[src/rtl/clock_scan_display_if.sv]
// Time/blink inputs and scanned 7-segment outputs.
// master: time source side; slave: display stage.
interface clock_scan_display_if;
  logic [3:0] sec_l;
  logic [2:0] sec_h;
  logic [3:0] min_l;
  logic [2:0] min_h;
  logic [3:0] hour_l;
  logic [1:0] hour_h;
  logic [5:0] blink_mask;
  logic [6:0] seg;
  logic       dp;
  logic [5:0] dig_sel;

  modport master (
    output sec_l, sec_h,
    output min_l, min_h,
    output hour_l, hour_h,
    output blink_mask,
    input  seg, dp, dig_sel
  );

  modport slave (
    input  sec_l, sec_h,
    input  min_l, min_h,
    input  hour_l, hour_h,
    input  blink_mask,
    output seg, dp, dig_sel
  );
endinterface

[src/rtl/clock_scan_display.sv]
// Scans six BCD time digits onto one 7-seg bus.
// Ports: clk, clr (async low), bus (slave).
module clock_scan_display #(
  parameter int SCAN_DIV  = 1000,
  parameter int BLINK_DIV = 50,
  parameter bit LZ_BLANK  = 1'b1
) (
  input logic clk,
  input logic clr,
  clock_scan_display_if.slave bus
);

  localparam int PW =
    (SCAN_DIV > 1) ? $clog2(SCAN_DIV) : 1;
  localparam int FW =
    (BLINK_DIV > 1) ? $clog2(BLINK_DIV) : 1;
  localparam logic [PW-1:0] PRE_MAX =
    PW'(SCAN_DIV - 1);
  localparam logic [FW-1:0] FRM_MAX =
    FW'(BLINK_DIV - 1);

  typedef enum logic [2:0] {
    D_SL = 3'd0,
    D_SH = 3'd1,
    D_ML = 3'd2,
    D_MH = 3'd3,
    D_HL = 3'd4,
    D_HH = 3'd5
  } idx_t;

  function automatic logic [6:0] seg_of(
    input logic [3:0] v
  );
    logic [6:0] s;
    s = 7'b0000000;
    unique case (v)
      4'd0: s = 7'b0111111;
      4'd1: s = 7'b0000110;
      4'd2: s = 7'b1011011;
      4'd3: s = 7'b1001111;
      4'd4: s = 7'b1100110;
      4'd5: s = 7'b1101101;
      4'd6: s = 7'b1111100;
      4'd7: s = 7'b0000111;
      4'd8: s = 7'b1111111;
      4'd9: s = 7'b1100111;
      default: s = 7'b0000000;
    endcase
    return s;
  endfunction

  logic [PW-1:0]   pre_q;
  logic            tick;
  idx_t            idx_q;
  idx_t            idx_nx;
  logic            wrap;
  logic [5:0][3:0] live;
  logic [5:0][3:0] snap_q;
  logic [FW-1:0]   frm_q;
  logic            frm_end;
  logic            phase_q;
  logic            phase_nx;
  logic [3:0]      val;
  logic            blank;
  logic [6:0]      seg_nx;
  logic            dp_nx;
  logic [5:0]      sel_nx;
  logic [6:0]      seg_q;
  logic            dp_q;
  logic [5:0]      sel_q;

  assign tick = (pre_q == PRE_MAX);
  assign wrap = tick && (idx_q == D_HH);

  assign live[0] = bus.sec_l;
  assign live[1] = {1'b0, bus.sec_h};
  assign live[2] = bus.min_l;
  assign live[3] = {1'b0, bus.min_h};
  assign live[4] = bus.hour_l;
  assign live[5] = {2'b00, bus.hour_h};

  assign frm_end  = (frm_q == FRM_MAX);
  // A toggle on the wrap edge already
  // governs the digit loaded on that edge.
  assign phase_nx = phase_q ^ (wrap && frm_end);

  always_ff @(posedge clk or negedge clr) begin
    if (!clr) begin
      pre_q <= '0;
    end else if (tick) begin
      pre_q <= '0;
    end else begin
      pre_q <= pre_q + 1'b1;
    end
  end

  always_ff @(posedge clk or negedge clr) begin
    if (!clr) begin
      idx_q <= D_HH;
    end else if (tick) begin
      idx_q <= idx_nx;
    end
  end

  always_comb begin
    idx_nx = D_SL;
    unique case (idx_q)
      D_SL: idx_nx = D_SH;
      D_SH: idx_nx = D_ML;
      D_ML: idx_nx = D_MH;
      D_MH: idx_nx = D_HL;
      D_HL: idx_nx = D_HH;
      D_HH: idx_nx = D_SL;
      default: idx_nx = D_SL;
    endcase
  end

  always_ff @(posedge clk or negedge clr) begin
    if (!clr) begin
      snap_q <= '0;
    end else if (wrap) begin
      snap_q <= live;
    end
  end

  always_ff @(posedge clk or negedge clr) begin
    if (!clr) begin
      frm_q   <= '0;
      phase_q <= 1'b0;
    end else if (wrap) begin
      phase_q <= phase_nx;
      if (frm_end) begin
        frm_q <= '0;
      end else begin
        frm_q <= frm_q + 1'b1;
      end
    end
  end

  // Digit 0 on the wrap edge comes from the
  // live inputs the snapshot is loading now.
  always_comb begin
    val    = snap_q[idx_nx];
    blank  = 1'b0;
    seg_nx = 7'b0000000;
    dp_nx  = 1'b0;
    sel_nx = 6'b111111;
    if (wrap) begin
      val = live[idx_nx];
    end
    if (phase_nx && bus.blink_mask[idx_nx]) begin
      blank = 1'b1;
    end
    if (LZ_BLANK && (idx_nx == D_HH) &&
        (val == 4'd0)) begin
      blank = 1'b1;
    end
    if (!blank) begin
      seg_nx = seg_of(val);
      dp_nx  = (idx_nx == D_ML) ||
               (idx_nx == D_HL);
    end
    sel_nx = ~(6'b000001 << idx_nx);
  end

  always_ff @(posedge clk or negedge clr) begin
    if (!clr) begin
      seg_q <= 7'b0000000;
      dp_q  <= 1'b0;
      sel_q <= 6'b111111;
    end else if (tick) begin
      seg_q <= seg_nx;
      dp_q  <= dp_nx;
      sel_q <= sel_nx;
    end
  end

  assign bus.seg     = seg_q;
  assign bus.dp      = dp_q;
  assign bus.dig_sel = sel_q;

endmodule

[src/flat_wrapper.sv]
// flat-port wrapper written by rule: the top's interface ports become plain ports
module clock_scan_display_flat 
#(
  parameter int SCAN_DIV  = 1000,
  parameter int BLINK_DIV = 50,
  parameter bit LZ_BLANK  = 1'b1
)
  (clk, clr, bus_sec_l, bus_sec_h, bus_min_l, bus_min_h, bus_hour_l, bus_hour_h, bus_blink_mask, bus_seg, bus_dp, bus_dig_sel);
  clock_scan_display_if bus_i ();
  input logic clk;
  input logic clr;
  input wire logic [$bits(bus_i.sec_l)-1:0] bus_sec_l;
  input wire logic [$bits(bus_i.sec_h)-1:0] bus_sec_h;
  input wire logic [$bits(bus_i.min_l)-1:0] bus_min_l;
  input wire logic [$bits(bus_i.min_h)-1:0] bus_min_h;
  input wire logic [$bits(bus_i.hour_l)-1:0] bus_hour_l;
  input wire logic [$bits(bus_i.hour_h)-1:0] bus_hour_h;
  input wire logic [$bits(bus_i.blink_mask)-1:0] bus_blink_mask;
  output wire logic [$bits(bus_i.seg)-1:0] bus_seg;
  output wire logic [$bits(bus_i.dp)-1:0] bus_dp;
  output wire logic [$bits(bus_i.dig_sel)-1:0] bus_dig_sel;
  assign bus_i.sec_l = bus_sec_l;
  assign bus_i.sec_h = bus_sec_h;
  assign bus_i.min_l = bus_min_l;
  assign bus_i.min_h = bus_min_h;
  assign bus_i.hour_l = bus_hour_l;
  assign bus_i.hour_h = bus_hour_h;
  assign bus_i.blink_mask = bus_blink_mask;
  assign bus_seg = bus_i.seg;
  assign bus_dp = bus_i.dp;
  assign bus_dig_sel = bus_i.dig_sel;
  clock_scan_display #(.SCAN_DIV(SCAN_DIV), .BLINK_DIV(BLINK_DIV), .LZ_BLANK(LZ_BLANK)) u_core (.clk(clk), .clr(clr), .bus(bus_i));
endmodule
[config.mk]
export PLATFORM = sky130hd
export DESIGN_NAME = clock_scan_display_flat
export DESIGN_NICKNAME = d
export VERILOG_FILES = /design/src/rtl/clock_scan_display_if.sv /design/src/rtl/clock_scan_display.sv /design/src/flat_wrapper.sv
export SDC_FILE = /design/constraint.sdc
export NUM_CORES = 1
export LEC_CHECK = 0
export CAP_MARGIN = 25
export CORE_MARGIN = 5
export CORE_UTILIZATION = 30
export DETAILED_ROUTE_END_ITERATION = 10
export MAX_ROUTING_LAYER = met4
export PLACE_DENSITY = 0.48
export SLEW_MARGIN = 20
export SYNTH_ARGS = -nofsm -noshare
export SYNTH_HDL_FRONTEND = slang
export SYNTH_SLANG_ARGS = --single-unit
[constraint.sdc]
create_clock -name clk -period 4.15 [get_ports clk]
set_input_delay 0.83 -clock clk [delete_from_list [all_inputs] [get_ports clk]]
set_output_delay 0.83 -clock clk [all_outputs]
set_load 0.01 [all_outputs]
==> results.md <==
* Status: finished, final reports clean
* Clk Latency, worst-skew pair at 320 ps
* Initial antenna violation count at 0
* # IOs at 42
* Detail Route Antenna Nets at 0
* Critical path type: reg2reg
* Max Buffers Root-to-Sink at 2
* Gate Count Post-Synth at 302
* Post-Syn Nets at 337
* Die Area at 0.01170 mm^2
* Max_slew headroom at 0.4217
* Hold_buf cts at 0
* Clock Skew at 8.986 ps
* Post-synth cell types at 63
* Core footprint at 0.009328 mm^2
* #FFs+latches synth at 54
* Most used DFF post-synth: dfrtp_1
* Fin. Hold Viols at 0
* Asr flop ratio synth at 1.000
* Nets at 375
* CTS tree: built
* Final-report max-slew violation count at 0
* DRC at 0
* Setup WS post-layout at 1054 ps
* Final Setup Violations at 0
* Routed WL at 7.078 mm
* Hold Path Class: in2async
* Post_cts resized at 0
* Largest net degree at the start of global routing at 42
* Setup Buffers After CTS at 0
* Num Clock Sinks at 54
* Worst Max-Slew Pin Slew at 861.7 ps
* Initial Util at 0.3100
* Final min period at 3096 ps
* Syn_area_per_cell at 9.575 um^2
* Leakage at 1.523 nW
* Top cells by area, synth: dfrtp_1 40%, nand2_1 9.3%, dfstp_2 7.3%, ha_1 3.0%, nor2_1 2.6%
* Max Cap Viol at 0
* Post-synth EDFFs at 0
* Sequential share of the synthesized area at 0.4708
* RSZ-0062 raised after global routing: no
* Worst vdd ir at 0.1325 mV
* Gr ovfl total at 0
* Vias in the first global route at 2,230
* Critical path's top delay family: compound AO/OA/AOI/OAI gates
* Syn Std Cell Area at 0.002892 mm^2
* Root Buffer: clkbuf_8
* Die X at 108.2 um
* ANT cells at 0
* Row cnt at 35
* Port bufs at 41
* Drt initial violations at 99
* Clk pin slew, worst setup/hold paths at 110 ps
* Via Count at 2,248
* Synth top area share at 0.3981
* Worst Path Max Fanout at 26
* Synth area leader: dfrtp_1
* Detailed Routing Iterations Pass 1 at 6
* Crit path buf inv count at 0
* Synth warnings at 0
* Routability cong. at 0.8425
* Setup TNS at 0 ps
* Worst path cell trace: nor2b_1, and2_1, a2111oi_0, a211oi_2, ha_1, a21oi_1, nand2_4, o41ai_2
* Maximum clock frequency at 0.3230 GHz
* Critical Path RT at 4360 ps
* Layout cells sized above 1 at 0.1232
* Pwr Density at 267.0 mW/mm^2
* Place WS at 1111 ps
* GR Util All Layers at 0.1302
* Startpoint Class: register
* Period utilization at 0.7460
* Layout fillers at 934
* Vias per std cell at 4.783
* Critical path data arrival time at 3310 ps
* Die Span Y at 108.2 um
* Global-route wire length before repair at 11.76 mm
* Slowest CP cell: dfstp_2
* Drt wl/cell at 15.06 um
* CTS Buf Count at 5
* H-tree Lvls at 2
* CP max stage delay at 820 ps
* Setup crit end kind: register
* Area Overhead vs Synth at 23.15%
* DP Wirelength at 5.140 mm
-- through the flow --
stage / instances / cell area, um^2 / hold WS [ps] / total power [mW] / util
floorplan: 302 / 2892 / 430.6 / 0.5397 / -
global placement: 461 / 3417 / 452.2 / 0.5811 / 0.3663
detailed placement: 461 / 3417 / 453.0 / 0.5808 / 0.3663
CTS: 469 / 3533 / 482.5 / 0.9622 / 0.3788
global route: 470 / 3561 / 480.9 / 0.9833 / 0.3818
finish: 470 / 3561 / 458.6 / 0.9509 / 0.3818
-- cells by family (layout without fill, tap and decap cells) --
| kind of cell | after synthesis | after routing | share of synthesized area |
|---|---|---|---|
| AOI/OAI and AO/OA | 59 | 59 | 0.1575 |
| xor gates and xnor gates | 8 | 8 | 0.02423 |
| adders and majority gates | 7 | 7 | 0.03029 |
| buffers and inverters | 24 | 63 | 0.03678 |
| DFF | 54 | 54 | 0.4708 |
| muxes | 6 | 6 | 0.02293 |
| and+or+nand+nor | 144 | 144 | 0.2575 |
-- state kept, by name, indices dropped and copies added, names as in the netlist --
| name | cells |
|---|---|
| u_core.frm_q | 6 |
| u_core.snap_q | 20 |
| u_core.bus.seg | 7 |
| u_core.pre_q | 10 |
| u_core.phase_q | 1 |
| u_core.bus.dig_sel | 6 |
| u_core.bus.dp | 1 |
| u_core.idx_q | 3 |
-- path summary, 6_finish.rpt --
check | depth (start not counted) | start | endpoint | slack, ps
min in group clk | 2 | u_core.snap_q[4]$_DFFE_PN0N_ | u_core.snap_q[4]$_DFFE_PN0N_ | 470
max in group asynchronous | 2 | clr | u_core.bus.seg[5]$_DFFE_PN0N_ | 3120
min reg2reg | 2 | u_core.snap_q[4]$_DFFE_PN0N_ | u_core.snap_q[4]$_DFFE_PN0N_ | 470
max | 8 | u_core.idx_q[2]$_DFFE_PN1N_ | u_core.bus.seg[0]$_DFFE_PN0N_ | 1050
min | 1 | clr | u_core.pre_q[2]$_DFF_PN0_ | 460
max reg2reg | 8 | u_core.idx_q[2]$_DFFE_PN1N_ | u_core.bus.seg[0]$_DFFE_PN0N_ | 1050
-- final cells by class --
class / instances / area, um^2 / area share
clock buffer: 5 / 68.82 / 0.01933
clock inverter: 3 / 47.55 / 0.01335
inverter: 10 / 37.54 / 0.01054
multi-input combinational: 224 / 1429 / 0.4013
sequential: 54 / 1361 / 0.3823
tap: 129 / 161.4 / 0.04533
timing repair buffer: 45 / 455.4 / 0.1279
-- Yosys cell counts (6+ instances only) --
cell       n
a21oi_1    9
buf_2      7
clkbuf_1   6
dfrtp_1   46
dfstp_2    8
ha_1       7
inv_1     10
nand2_1   72
nand3_1    8
nor2_1    20
nor2b_1    7
o21ai_0   11
-- layer usage --
layer / vias up / part of all wire / wire length (um) / track usage
met5: - / 0 / 0 / -
met4: 0 / 0.019 / 131 / 0.03607
met3: 10 / 0.029 / 206 / 0.02388
met2: 35 / 0.47 / 3323 / 0.1989
met1: 1072 / 0.48 / 3416 / 0.1777
li1: 1131 / - / - / -
-- power by group --
part / internal (mW) / switching [mW]
Clock: 0.185 / 0.193
Sequential: 0.527 / 0.000269
Combinational: 0.0272 / 0.0186
-- placed cells by master, fill, tap and decap left out, types with 7 or more instances in the layout --
master	instances
nand2_1	72
dfrtp_1	46
clkdlybuf4s50_1	40
nor2_1	20
o21ai_0	11
inv_1	10
a21oi_1	9
nand3_1	8
dfstp_2	8
nor2b_1	7
ha_1	7
No activity file was read; power rests on OpenSTA's default activity.
